===== src/rtl/sram_arbiter_pkg.sv =====
// Shared types for the SRAM-like port arbiter: FSM state encoding and
// bus size codes.
package sram_arbiter_pkg;

  // Arbiter FSM states: idle grant decision, then address / data phase
  // for whichever requester won.
  typedef enum logic [2:0] {
    ARB_IDLE   = 3'd0,
    ARB_D_ADDR = 3'd1,
    ARB_D_DATA = 3'd2,
    ARB_I_ADDR = 3'd3,
    ARB_I_DATA = 3'd4
  } arb_state_e;

  // Transfer size codes on the SRAM-like interface.
  typedef enum logic [1:0] {
    SIZE_B = 2'd0,
    SIZE_H = 2'd1,
    SIZE_W = 2'd2
  } size_e;

endpackage


===== src/rtl/sram_arbiter_perf_cnt.sv =====
// Performance counters for sram_arbiter. Compiled only when
// ARB_PERF_CNT_EN is defined; the default build has no such module.
`ifdef ARB_PERF_CNT_EN
module sram_arbiter_perf_cnt (
  input  logic        clk,
  input  logic        rst_n,
  input  logic        inst_done,
  input  logic        data_done,
  input  logic        wait_cycle,
  output logic [31:0] perf_inst_cnt,
  output logic [31:0] perf_data_cnt,
  output logic [31:0] perf_wait_cnt
);

  // Free-running event counters; they wrap at 2^32.
  always_ff @(posedge clk or negedge rst_n) begin
    if (!rst_n) begin
      perf_inst_cnt <= '0;
      perf_data_cnt <= '0;
      perf_wait_cnt <= '0;
    end else begin
      if (inst_done)  perf_inst_cnt <= perf_inst_cnt + 32'd1;
      if (data_done)  perf_data_cnt <= perf_data_cnt + 32'd1;
      if (wait_cycle) perf_wait_cnt <= perf_wait_cnt + 32'd1;
    end
  end

endmodule
`endif


===== src/rtl/sram_arbiter.sv =====
// sram_arbiter: shares one SRAM-like port between instruction fetch and
// data access. Data wins by default, but after DATA_PRIO_MAX consecutive
// data grants with a fetch waiting, the fetch is forced through. Only one
// transaction is outstanding at a time. A fetch flush (inst_cancel) either
// aborts a not-yet-accepted fetch or marks an in-flight one to be dropped.
// Optional feature macro: ARB_PERF_CNT_EN adds perf_inst_cnt,
// perf_data_cnt and perf_wait_cnt outputs.
module sram_arbiter
  import sram_arbiter_pkg::*;
#(
  parameter int DATA_PRIO_MAX = 4
) (
  input  logic        clk,
  input  logic        rst_n,
  // instruction fetch side
  input  logic        inst_req,
  input  logic [31:0] inst_addr,
  input  logic        inst_cancel,
  output logic        inst_addr_ok,
  output logic        inst_data_ok,
  output logic [31:0] inst_rdata,
  // data side
  input  logic        data_req,
  input  logic        data_wr,
  input  logic [1:0]  data_size,
  input  logic [3:0]  data_wstrb,
  input  logic [31:0] data_addr,
  input  logic [31:0] data_wdata,
  output logic        data_addr_ok,
  output logic        data_data_ok,
  output logic [31:0] data_rdata,
  // bridge side
  output logic        bus_req,
  output logic        bus_wr,
  output logic [1:0]  bus_size,
  output logic [3:0]  bus_wstrb,
  output logic [31:0] bus_addr,
  output logic [31:0] bus_wdata,
  input  logic        bus_addr_ok,
  input  logic        bus_data_ok,
  input  logic [31:0] bus_rdata
`ifdef ARB_PERF_CNT_EN
  ,
  output logic [31:0] perf_inst_cnt,
  output logic [31:0] perf_data_cnt,
  output logic [31:0] perf_wait_cnt
`endif
);

  localparam int CNT_W = $clog2(DATA_PRIO_MAX + 1);
  localparam logic [CNT_W-1:0] CNT_MAX = CNT_W'(DATA_PRIO_MAX);

  arb_state_e       state_q, state_d;
  logic [CNT_W-1:0] cnt_q, cnt_d;
  logic             drop_q, drop_d;

  // State, starvation counter and drop flag registers.
  always_ff @(posedge clk or negedge rst_n) begin
    if (!rst_n) begin
      state_q <= ARB_IDLE;
      cnt_q   <= '0;
      drop_q  <= 1'b0;
    end else begin
      // NOTE: sequential state uses non-blocking assignments so every
      // register samples the pre-edge values computed by the comb logic.
      state_q <= state_d;
      cnt_q   <= cnt_d;
      drop_q  <= drop_d;
    end
  end

  // Next-state logic: grant decision in IDLE, phase progress otherwise.
  always_comb begin
    // NOTE: every output of this block gets a default first so no path
    // leaves a value unassigned and a latch is never inferred.
    state_d = state_q;
    cnt_d   = cnt_q;
    drop_d  = drop_q;
    case (state_q)
      ARB_IDLE: begin
        if (data_req && (cnt_q < CNT_MAX || !inst_req)) begin
          state_d = ARB_D_ADDR;
          // Grant below CNT_MAX guaranteed when inst_req is high, so the
          // increment cannot overflow past the limit.
          cnt_d   = inst_req ? cnt_q + 1'b1 : '0;
        end else if (inst_req) begin
          state_d = ARB_I_ADDR;
          cnt_d   = '0;
        end
      end
      ARB_D_ADDR: begin
        if (bus_addr_ok) state_d = ARB_D_DATA;
      end
      ARB_D_DATA: begin
        if (bus_data_ok) state_d = ARB_IDLE;
      end
      ARB_I_ADDR: begin
        if (bus_addr_ok) begin
          state_d = ARB_I_DATA;
          // A flush in the accept cycle still issues the read; its
          // response must be swallowed.
          drop_d  = inst_cancel;
        end else if (inst_cancel) begin
          state_d = ARB_IDLE;
        end
      end
      ARB_I_DATA: begin
        if (bus_data_ok) begin
          state_d = ARB_IDLE;
          drop_d  = 1'b0;
        end else if (inst_cancel) begin
          drop_d  = 1'b1;
        end
      end
      default: state_d = ARB_IDLE;
    endcase
  end

  // Output logic: route the bus to the granted requester, zero elsewhere.
  always_comb begin
    bus_req      = 1'b0;
    bus_wr       = 1'b0;
    bus_size     = 2'd0;
    bus_wstrb    = 4'd0;
    bus_addr     = '0;
    bus_wdata    = '0;
    inst_addr_ok = 1'b0;
    inst_data_ok = 1'b0;
    inst_rdata   = '0;
    data_addr_ok = 1'b0;
    data_data_ok = 1'b0;
    data_rdata   = '0;
    case (state_q)
      ARB_D_ADDR: begin
        bus_req      = 1'b1;
        bus_wr       = data_wr;
        bus_size     = data_size;
        bus_wstrb    = data_wstrb;
        bus_addr     = data_addr;
        bus_wdata    = data_wdata;
        data_addr_ok = bus_addr_ok;
      end
      ARB_D_DATA: begin
        data_data_ok = bus_data_ok;
        data_rdata   = bus_data_ok ? bus_rdata : '0;
      end
      ARB_I_ADDR: begin
        bus_req      = 1'b1;
        bus_size     = SIZE_W;
        bus_addr     = inst_addr;
        inst_addr_ok = bus_addr_ok;
      end
      ARB_I_DATA: begin
        inst_data_ok = bus_data_ok & ~drop_q;
        inst_rdata   = (bus_data_ok & ~drop_q) ? bus_rdata : '0;
      end
      default: ;
    endcase
  end

`ifdef ARB_PERF_CNT_EN
  // A cycle counts as waiting when any request is up without its accept.
  sram_arbiter_perf_cnt u_perf_cnt (
    .clk           (clk),
    .rst_n         (rst_n),
    .inst_done     (inst_data_ok),
    .data_done     (data_data_ok),
    .wait_cycle    ((inst_req & ~inst_addr_ok) | (data_req & ~data_addr_ok)),
    .perf_inst_cnt (perf_inst_cnt),
    .perf_data_cnt (perf_data_cnt),
    .perf_wait_cnt (perf_wait_cnt)
  );
`endif

endmodule


===== config.mk =====
export PLATFORM = sky130hd
export DESIGN_NAME = sram_arbiter
export DESIGN_NICKNAME = d
export VERILOG_FILES = /design/src/rtl/sram_arbiter_pkg.sv /design/src/rtl/sram_arbiter_perf_cnt.sv /design/src/rtl/sram_arbiter.sv
export SDC_FILE = /design/constraint.sdc
export NUM_CORES = 1
export LEC_CHECK = 0
export BUFFER_PORTS_ARGS = -buffer_cell sky130_fd_sc_hd__buf_2
export CORE_AREA = 2 2 111 113
export CTS_CLUSTER_DIAMETER = 100
export DETAILED_ROUTE_END_ITERATION = 8
export DIE_AREA = 0 0 113 115
export GPL_TIMING_DRIVEN = 0
export PLACE_DENSITY = 0.54
export SLEW_MARGIN = 5
export SYNTH_ARGS = -nofsm -noshare
export SYNTH_HDL_FRONTEND = slang
export SYNTH_SLANG_ARGS = --single-unit

===== constraint.sdc =====
create_clock -name clk -period 1.45 [get_ports clk]
set_input_delay 0.0725 -clock clk [delete_from_list [all_inputs] [get_ports clk]]
set_output_delay 0.0725 -clock clk [all_outputs]
set_load 0.05 [all_outputs]

==> impl_results.md, run 1 <==
* Die ar. at 13,000 um^2
* Power per Cell Area at 1990 nW/um^2
* CTS HTree Levels at 1
* Detailed Route WL at 10,300 um
* Initial Utilization at 0.134
* Tot Pwr at 0.0120 W
* Slack of the critical path at -603 ps
* Initial antenna violation count at 0
* Fin util at 0.513
* Vias in the first global route at 3,066
* Root Buffer: clkbuf_16
* Fin Clk Skew at 1.75 ps
* GRT Overall Usage at 0.141
* Yosys warnings at 0
* Violated checks: DRC, setup timing
* Top_reg_cell synth: dfrtp_1
* RSZ-0062 raised after global routing: true
* Final hold vios at 0
* Lkg Pwr at 2.81 nW
* Sequential area share after synthesis at 0.110
* Register Area at 178 um^2
* WP data required at 1380 ps
* FFs w/ async S/R, synth at 1.00
* Pre-antenna DRT Iters at 6
* Syn Nets at 374
* Tcrit/Tclk final at 1.42
* Pins Over Slew Limit at 0
* Layout net count at 696
* Status: finished, violations left
* CP max FO at 5
* Core area at 11,800 um^2
* TritonCTS buffer count at 3
* Post-Syn Instances at 231
* Boundary Pins at 282
* Number of synthesized flops with an enable pin at 0
* Slew margin rel. at 0.822
* Crit path DAT at 1980 ps
* Number of nets with antenna violations after routing at 0
* Synthesis-stage register bit count at 7
* Share of the synthesized area in the top cell type at 0.406
* First-pass GRT wire length at around 15,000 um
* Max-Cap Viols at 0
* Worst hold path type: in2reg
* Synth Cell Area at 1590 um^2
* Via count at a little under 3k
* Largest net degree at the start of global routing at 11
* Yosys top cell by area: and2_1
* CTS tree: done
* Die Y at roughly 120 um
* DR DRC count at 19
* Core Rows at 40
* Layout cells sized above 1 at 0.949
* Port Buffer Count at 281
* CTS Sinks at 7
* Critical Path Sink Type: output pin
* Worst Max-Slew Pin Slew at 263 ps
* FILL cells at 970
* Final HPWL DP at between 6000 and 7000 um
* Clock-pin slew on the worst setup and hold paths at 30 ps
* Antenna diode count at 0
* # setup viols final at ~140
* VDD IR max at 1240 uV
* Routed wire per std cell at 14.7 um
* Starting DRC count in detailed routing at 80
* Top cells by count, synth: and2_1 (103), nor2_1 (38), mux2i_1 (32), clkbuf_1 (11)
* Clk_lat worst skew at 230 ps
* Dpl ws at -640 ps
* Final min period at 2050 ps
* Cell with the most instances after synthesis: and2_1
* Bufs on Longest Clock Path at 2
* Synthesized area per cell at 6.87 um^2
* Crit path launch type: flop
* Placer congestion estimate at 0.762
* Top post-synthesis cells by area: and2_1 (41%), mux2i_1 (20%), dfrtp_1 (11%)
* Grt total ovfl at 0
* Die Wd at 113 um
* Synth unique cells at 30
* Setup TNS Final at -47,140 ps
* Fmax achieved at 487 MHz
* Critical path class: reg2out
* Multi-input gate area at 2220 um^2
* Vias per cell at 4.15
* Syn-to-layout area delta at 281%
==> flip-flops by register name (all words and copies together) (netlist names) <==
name / flops
state_q: 3
cnt_q: 3
drop_q: 1
==> layer usage <==
layer | routed length, um | GRT usage | share of wire
met2 | 5860 | 0.292 | 0.57
met1 | 3220 | 0.140 | 0.31
met5 | 0 | 0 | 0
met3 | 1030 | 0.0348 | 0.10
met4 | 137 | 0.0317 | 0.013
==> area by class of cell <==
type                       count  area share
tap                          147      0.0304
sequential                     7      0.0293
timing repair buffer         318       0.505
multi-input combinational    202       0.366
buffer                        19      0.0539
inverter                       2     0.00227
clock buffer                   4      0.0130
==> cell usage in the layout (no fill, tap or decap), types with 2 or more instances in the layout <==
master | netlist | layout
buf_6 | 1 | 66
nor2_2 | 0 | 4
mux2i_4 | 0 | 30
buf_4 | 0 | 15
dfrtp_1 | 7 | 5
and2_2 | 0 | 32
buf_12 | 0 | 7
buf_8 | 0 | 93
and2_4 | 0 | 71
clkbuf_8 | 0 | 5
nor2_4 | 0 | 32
a21oi_1 | 2 | 2
nand2b_1 | 2 | 2
nand2_1 | 3 | 3
buf_16 | 0 | 2
buf_2 | 7 | 142
mux2i_1 | 32 | 2
o21ai_2 | 0 | 3
a22o_1 | 2 | 2
nor2_1 | 38 | 2
dfrtp_2 | 0 | 2
clkbuf_16 | 0 | 9
==> logic make-up after synthesis <==
logic type / synth area share
simple gates: 0.563
mux: 0.209
buf+inv: 0.0630
compound gates: 0.0473
flops: 0.110
fa+ha+maj: 0.00788
==> worst max-delay path, cell delays in order (launching register included) <==
cell     delay, ps
dfrtp_1        380
buf_6          120
or3b_4         380
nor3b_4        190
buf_6          140
buf_6          110
buf_6          110
and2_4         160
buf_8          140
==> where the power goes <==
part / internal (W) / total, W / switching [W] / leakage [nW]
combinational: 0.00519 / 0.0112 / 0.00604 / 2.69
sequential: 0.000276 / 0.000344 / 0.0000682 / 0.0881
clock: 0.000365 / 0.000464 / 0.0000991 / 0.0382
==> per-stage QoR <==
stage	instances	hold slack, ps	area (um^2)
after floorplan	231	-223	2060
after global routing	699	152	6060
after global placement	659	-88.2	3650
after CTS	692	132	5820
after detailed placement	659	-85.7	3650
final	699	139	6060
==> final timing paths <==
path	from	end	depth (start not counted)	slack (ps)
setup / recovery	state_q[0]	inst_rdata[27]	8	-600
hold / removal	inst_cancel	drop_q	3	140
setup reg to reg	state_q[0]	state_q[1]	7	-300
hold reg to reg	cnt_q[2]	cnt_q[2]	1	500
max in group asynchronous	rst_n	state_q[1]	2	1060
min in group asynchronous	rst_n	cnt_q[2]	2	220
==> repair_timing <==
item                                    CTS  global route
buffers inserted                         21             7
endpoints found under the setup margin  141           145
endpoints found under the hold margin     7             0
pin swaps                                36            13
hold buffers                              1             0
gates resized for setup                 482            53
cloned                                    8             2
No activity file was read; power rests on OpenSTA's default activity.
==> run 2, diff against run 1 <==
--- a/config.mk
+++ b/config.mk
@@ -5,13 +5,14 @@
 export SDC_FILE = /design/constraint.sdc
 export NUM_CORES = 1
 export LEC_CHECK = 0
+export ABC_AREA = 1
 export BUFFER_PORTS_ARGS = -buffer_cell sky130_fd_sc_hd__buf_2
-export CORE_AREA = 2 2 111 113
+export CORE_AREA = 2 2 109 111
 export CTS_CLUSTER_DIAMETER = 100
 export DETAILED_ROUTE_END_ITERATION = 8
-export DIE_AREA = 0 0 113 115
+export DIE_AREA = 0 0 111 113
 export GPL_TIMING_DRIVEN = 0
-export PLACE_DENSITY = 0.54
+export PLACE_DENSITY = 0.56
 export SLEW_MARGIN = 5
 export SYNTH_ARGS = -nofsm -noshare
 export SYNTH_HDL_FRONTEND = slang
==> run 2 against run 1 <==
Net effect:
- the flow finishes with violations (setup timing)
- via count is 13% higher
- largest cell class unchanged
- worst hold slack gained 7.4 ps
- sequential cell count stayed put
- sequential power is 4% lower
- critical path type unchanged
- global-route usage increased by 0.25 points
- clock skew rose by 0.88 ps
- combinational power shrank 24%
- count of clock-buffer cells in the layout stayed put
- critical path depth shrank 1
- clock power is 3% higher
- first-iteration DRC count is 3.8% higher
==> impl_results.md, run 2 <==
* Status: finished, violations left
* Violated checks: setup timing
* FFs w/ async S/R, synth at 1.00 (unchanged)
* Crit path DAT at 1620 ps (-360 ps)
* Syn-to-layout area delta at 220%
* Cell with the most instances after synthesis: inv_1
* Tot Pwr at 0.00930 W (-23%)
* Crit path launch type: flop
* Hold path endpoint: drop_q
* Worst hold path type: in2reg
* Sequential area share after synthesis at 0.107 (-0.00304)
* Yosys top cell by area: inv_1
* Slew margin rel. at 0.815 (-0.00708)
* Synthesized area per cell at 4.69 um^2 (-32%)
* Worst Max-Slew Pin Slew at 277 ps (+14.0 ps)
* Number of synthesized flops with an enable pin at 0 (unchanged)
* Die Wd at 111 um (-1.8%)
* Max-Cap Viols at 0 (unchanged)
* CTS Sinks at 7 (unchanged)
* Reg2reg setup slack at 110 ps (+410 ps)
* VDD IR max at 1500 uV (+21%)
* Worst-case reg-to-reg path depth at 7 (unchanged)
* Yosys warnings at 0 (unchanged)
* Vias in the first global route at 3,199 (+4.3%)
* Bufs on Longest Clock Path at 2 (unchanged)
* Synth unique cells at 18 (-40%)
* Number of nets with antenna violations after routing at 0 (unchanged)
* Synthesis-stage register bit count at 7 (unchanged)
* Fin Clk Skew at 2.63 ps (+0.875 ps)
* GRT Overall Usage at 0.144 (+0.00249)
* Net Sw Frac at 0.601 (+0.0854)
* Routed wire per std cell at 12.8 um (-13%)
* Sequential Power Share at 0.035 (+0.006)
* Hold path start: inst_cancel
* Setup TNS Final at -16,260 ps (+30,880 ps)
* Starting DRC count in detailed routing at 83 (+3.8%)
* Clock share of power at 0.051 (+0.012)
* Initial antenna violation count at 0 (unchanged)
* Final HPWL DP at 7100 um (+4.0%)
* Final min period at 1700 ps (-358 ps)
* Die Y at 113 um (-1.7%)
* Reg-to-reg endpoint: drop_q
* Syn Nets at 491 (+31%)
* Slack of the critical path at -246 ps (+358 ps)
* Root Buffer: clkbuf_16
* CTS tree: done
* Power per Cell Area at 1780 nW/um^2 (-10%)
* RSZ-0062 raised after global routing: true
* Core area at 11,300 um^2 (-4.6%)
* # setup viols final at 128 (-7.9%)
* Largest net degree at the start of global routing at 11 (unchanged)
* Switching power at 0.00559 W (-9.9%)
* Critical Path Sink Type: output pin
* Initial Utilization at 0.145 (+0.0104)
* Via count at 3,276 (+13%)
* Layout net count at 809 (+16%)
* Tcrit/Tclk final at 1.17 (-0.247)
* Final hold vios at 0 (unchanged)
* First-pass GRT wire length at 15,100 um (+0.18%)
* Commonest cells after routing, fill and taps aside: inv_1 (142), buf_2 (142), buf_6 (112)
* Antenna diode count at 0 (unchanged)
* Vias per cell at 4.05 (-2.3%)
* Largest registers: cnt_q: 3 flops, state_q: 3 flops, drop_q: 1 flops
* Fmax achieved at 590 MHz (+21%)
* Core Rows at 39 (-2.5%)
* Port Buffer Count at 281 (unchanged)
* Top cells by count, synth: inv_1 (142), nor2_1 (109), o22ai_1 (33), nand2_1 (15), buf_2 (13)
* Critical path class: reg2out
* Post-Syn Instances at 348 (+51%)
* DR DRC count at 0 (-19)
* CTS HTree Levels at 1 (unchanged)
* Fin util at 0.463 (-0.0494)
* Die ar. at 12,500 um^2 (-3.5%)
* Grt total ovfl at 0 (unchanged)
* Synth Cell Area at 1630 um^2 (+2.8%)
* Clock-pin slew on the worst setup and hold paths at 40 ps (about the same)
* Pins Over Slew Limit at 0 (unchanged)
* Detailed Route WL at 10,400 um (+1.0%)
* Crit Reg-Reg Startpoint: state_q[2]
* Comb power frac at 0.913 (-0.020)
* Layout cells sized above 1 at 0.671 (-0.279)
* Top post-synthesis cells by area: inv_1 (33%), nor2_1 (25%), o22ai_1 (13%)
* TritonCTS buffer count at 3 (unchanged)
* Hold Path Depth at 3 (unchanged)
* Crit path from: state_q[2]
* CP max FO at 10 (+5)
* Lkg Pwr at 3.03 nW (+7.7%)
* Clk_lat worst skew at 230 ps (about the same)
* Boundary Pins at 282 (unchanged)
* Placer congestion estimate at 0.811 (+6.5%)
* WP data required at 1380 ps (about the same)
* Int Pwr at 0.00371 W (-36%)
* Top_reg_cell synth: dfrtp_1
* FILL cells at 1,089 (+12%)
* Share of the synthesized area in the top cell type at 0.326 (-0.0794)
* Pre-antenna DRT Iters at 4 (-2)
-- run 2: cell types whose count changed in the layout (fill, tap and decap cells not counted), sizes merged, moves of 15 or more --
cell	previous run	this run
and2	103	0
inv	1	145
mux2i	32	0
nand2	3	18
nor2	38	110
o22ai	0	33
-- run 2: through the flow --
| stage | std cells | setup slack [ps] | hold slack [ps] | area (um^2) |
|---|---|---|---|---|
| final | 808 | -246 | 146 | 5220 |
| after global routing | 808 | -311 | 144 | 5220 |
| after CTS | 799 | -179 | 99.0 | 4660 |
| after detailed placement | 772 | -182 | -80.8 | 3400 |
| after global placement | 772 | -194 | -78.5 | 3400 |
| after floorplan | 348 | -235 | -223 | 1820 |
-- run 2: logic make-up after synthesis --
group	share of synthesized area
simple gates	0.342
compound gates	0.149
fa+ha+maj	0.00766
buf+inv	0.394
flops	0.107
-- run 2: power groups by stage --
stage               Clock (W)  Combinational (W)  Sequential, W
floorplan                   0            0.00461       0.000322
global placement            0            0.00594       0.000335
detailed placement          0            0.00592       0.000335
CTS                  0.000483            0.00786       0.000328
global route         0.000502            0.00889       0.000336
finish               0.000479            0.00849       0.000329
-- run 2: area by class of cell --
cell class | instances | area (um^2) | share of cell area
well taps | 143 | 179 | 0.0343
multi-input cells | 182 | 1430 | 0.274
plain buffers | 16 | 228 | 0.0436
repair buffers | 311 | 2570 | 0.493
inverters | 145 | 552 | 0.106
flip-flops and latches | 7 | 179 | 0.0343
clock buffers | 4 | 78.8 | 0.0151
-- run 2: metal layers --
metal  vias up  global-route usage  part of all wire
li1       1616                   -                 -
met3        16              0.0316             0.079
met2       191               0.290              0.54
met4         0              0.0275             0.019
met1      1453               0.153              0.36
met5         -                   0                 0
-- run 2: worst max-delay path by stage --
| stage | to | cells after the start |
|---|---|---|
| finish | inst_rdata[26] | 7 |
| global route | inst_rdata[26] | 8 |
| CTS | bus_addr[24] | 5 |
| detailed placement | inst_rdata[16] | 7 |
| global placement | bus_addr[12] | 5 |
| floorplan | bus_addr[0] | 4 |
-- run 2: critical path, cell delays in order, from the launching register on --
cell and delay, ps:
dfrtp_2 410, inv_6 70, buf_12 130, nor2_4 130
nand2_4 130, buf_8 180, nor2_1 140, buf_6 180
-- run 2: timing repair --
| action | 4_1_cts | 5_1_grt |
|---|---|---|
| hold buffers | 1 | 0 |
| endpoints found under the setup margin | 138 | 140 |
| gates cloned | 8 | 3 |
| endpoints found under the hold margin | 7 | 0 |
| resized for setup | 299 | 108 |
| pin swaps | 5 | 5 |
| buffers inserted | 14 | 7 |
==> run 3, diff against run 2 <==
--- a/config.mk
+++ b/config.mk
@@ -12,7 +12,7 @@
 export DETAILED_ROUTE_END_ITERATION = 8
 export DIE_AREA = 0 0 111 113
 export GPL_TIMING_DRIVEN = 0
-export PLACE_DENSITY = 0.56
+export PLACE_DENSITY = 0.54
 export SLEW_MARGIN = 5
 export SYNTH_ARGS = -nofsm -noshare
 export SYNTH_HDL_FRONTEND = slang
==> constraint.sdc (replaced) <==
create_clock -name clk -period 1.68 [get_ports clk]
set_input_delay 0.084 -clock clk [delete_from_list [all_inputs] [get_ports clk]]
set_output_delay 0.084 -clock clk [all_outputs]
set_load 0.05 [all_outputs]
==> run 3 against run 2 <==
Net effect:
- the flow now finishes without violations
- sequential power fell by 9.1%
- wire length down 8.3%
- global-route usage is 1.6 points lower
- cell area down 17%
- cell count fell by 2.2%
- combinational power down 29%
- total power shrank 27%
- worst hold slack got worse by 18 ps
- sequential cell count unchanged
- count of clock-buffer cells in the layout is the same
- critical path type unchanged
- first-iteration DRC count decreased by 12%
- critical path depth unchanged
==> impl_results.md, run 3 (synthesis results as in run 2) <==
* Slew margin rel. at 0.836 (+0.0204)
* Delay-heaviest family, CP: buffers and inverters
* Int Pwr at 0.00237 W (-36%)
* CTS tree: done
* Die Wd at 111 um (unchanged)
* Comb power frac at 0.895 (-0.018)
* Pins Over Slew Limit at 0 (unchanged)
* Initial antenna violation count at 0 (unchanged)
* Layout net count at 791 (-2.2%)
* Critical path class: reg2out
* Buf/Inv on CP at 3 (-1)
* Boundary Pins at 282 (unchanged)
* Worst Max-Slew Pin Slew at 245 ps (-31.1 ps)
* Placer congestion estimate at 0.813 (+0.27%)
* Clock-pin slew on the worst setup and hold paths at 40 ps (about the same)
* Crit path launch type: flop
* Commonest cells after routing, fill and taps aside: buf_2 (167), inv_1 (142), buf_4 (62)
* # setup viols final at 0 (-100%)
* WP data required at 1600 ps (+220 ps)
* Core Rows at 39 (unchanged)
* Starting DRC count in detailed routing at 73 (-12%)
* Slowest library cell on the worst path: dfrtp_2
* Status: finished, final reports clean
* Critical Path Sink Type: output pin
* Detailed Route WL at 9500 um (-8.3%)
* Pre-antenna DRT Iters at 4 (unchanged)
* Final min period at approximately 1700 ps
* CTS Sinks at 7 (unchanged)
* Setup TNS Final at 0 ps (+16,260 ps)
* Max-Cap Viols at 0 (unchanged)
* Net Sw Frac at 0.650 (+0.0487)
* Grt total ovfl at 0 (unchanged)
* Final hold vios at 0 (unchanged)
* Layout cells sized above 1 at 0.581 (-0.0895)
* Via count at 3,095 (-5.5%)
* Largest net degree at the start of global routing at 11 (unchanged)
* Fmax achieved at ~600 MHz
* Syn-to-layout area delta at 165%
* Largest registers: cnt_q: 3 flops, state_q: 3 flops, drop_q: 1 flops
* Switching power at 0.00440 W (-21%)
* Vias per cell at 3.92 (-3.4%)
* Lkg Pwr at 2.81 nW (-7.4%)
* Sequential Power Share at 0.044 (+0.009)
* Tcrit/Tclk final at 0.992
* Clock share of power at 0.061 (+0.010)
* TritonCTS buffer count at 3 (unchanged)
* Number of nets with antenna violations after routing at 0 (unchanged)
* VDD IR max at 936 uV (-38%)
* CP max FO at 10 (unchanged)
* Initial Utilization at 0.145 (unchanged)
* Fin Clk Skew at 0.352 ps (-2.28 ps)
* Tot Pwr at 0.00677 W (-27%)
* Reg2reg setup slack at 410 ps (+300 ps)
* Root Buffer: clkbuf_16
* Core area at 11,300 um^2 (unchanged)
* First-pass GRT wire length at 13,300 um (-11%)
* Final HPWL DP at 7040 um (-0.92%)
* Port Buffer Count at 281 (unchanged)
* Routed wire per std cell at 12.0 um (-6.2%)
* Worst hold path type: in2reg
* Bufs on Longest Clock Path at 2 (unchanged)
* Critical Path Max Stage Delay at 440 ps (+30 ps)
* Crit path DAT at 1580 ps (-40 ps)
* GRT Overall Usage at 0.127 (-0.0164)
* Commonest non-fill, non-tap cell in the layout: buf_2
* Vias in the first global route at 2,855 (-11%)
* RSZ-0062 raised after global routing: true
* Die Y at 113 um (unchanged)
* Clk_lat worst skew at 230 ps (about the same)
* Power per Cell Area at 1560 nW/um^2 (-12%)
* CTS HTree Levels at 1 (unchanged)
* Crit-path cells: inv_4, nand2_2, nor2_4, nand2_4, buf_8, nor2_1, buf_6
* Antenna diode count at 0 (unchanged)
* DR DRC count at 0 (unchanged)
* Die ar. at 12,500 um^2 (unchanged)
==> run 3: cell count changes in the layout (fill, tap and decap cells not counted), moves of 5 or more <==
cell	delta
nor2_2	-16
buf_8	-6
buf_6	-57
nor2_1	+44
buf_2	+25
buf_4	+16
o22ai_1	+9
buf_12	-5
clkbuf_4	+11
nor2_4	-28
o22ai_2	-8
==> run 3: through the flow <==
stage	hold WS, ps	setup slack (ps)	utilization	instances	instance area (um^2)
after floorplan	-212	-17.0	-	348	1640
after global placement	-69.7	-32.2	0.286	772	3220
after detailed placement	-69.0	-70.8	0.286	772	3220
after CTS	84.5	-7.30	0.330	782	3720
after global routing	166	-82.0	0.384	790	4330
final	129	14.3	0.384	790	4330
==> run 3: worst paths after layout <==
| kind | from | endpoint | cells past startpoint |
|---|---|---|---|
| min in group asynchronous | rst_n | cnt_q[2] | 2 |
| worst min-delay path | inst_cancel | drop_q | 3 |
| worst max register to register | state_q[1] | state_q[1] | 6 |
| worst max-delay path | state_q[1] | inst_rdata[18] | 7 |
| max in group asynchronous | rst_n | state_q[2] | 2 |
| worst min register to register | cnt_q[1] | cnt_q[1] | 2 |
==> run 3: area by class of cell <==
cell class	instances	area (um^2)
buffer	16	158
clock buffer	4	78.8
sequential	7	179
inverter	145	554
timing repair buffer	293	2090
multi-input combinational	182	1100
tap	143	179
fill	1201	6940
==> run 3: tightest hold or removal path, stage by stage <==
cell     delay (ps)
buf_2           110
o21ai_0          60
a21oi_1          60
==> run 3: power by group through the flow <==
stage,clock (W),combinational (W),sequential [W]
floorplan,0,0.00382,0.000278
global placement,0,0.00499,0.000294
detailed placement,0,0.00499,0.000293
CTS,0.000416,0.00559,0.000294
global route,0.000432,0.00637,0.000306
finish,0.000411,0.00607,0.000299
==> run 3: layer usage <==
metal	vias to the layer above	routed length, um	GRT usage
li1	1575	-	-
met1	1329	3490	0.137
met2	176	5020	0.252
met3	15	856	0.0295
met4	0	138	0.0292
met5	-	0	0
==> run 3: timing repair <==
item,in CTS,in global routing
endpoints found under the setup margin,131,124
gates resized for setup,130,157
gates cloned,1,4
endpoints found under the hold margin,7,0
hold buffers,1,0
buffers inserted,4,4
pin swaps,2,4
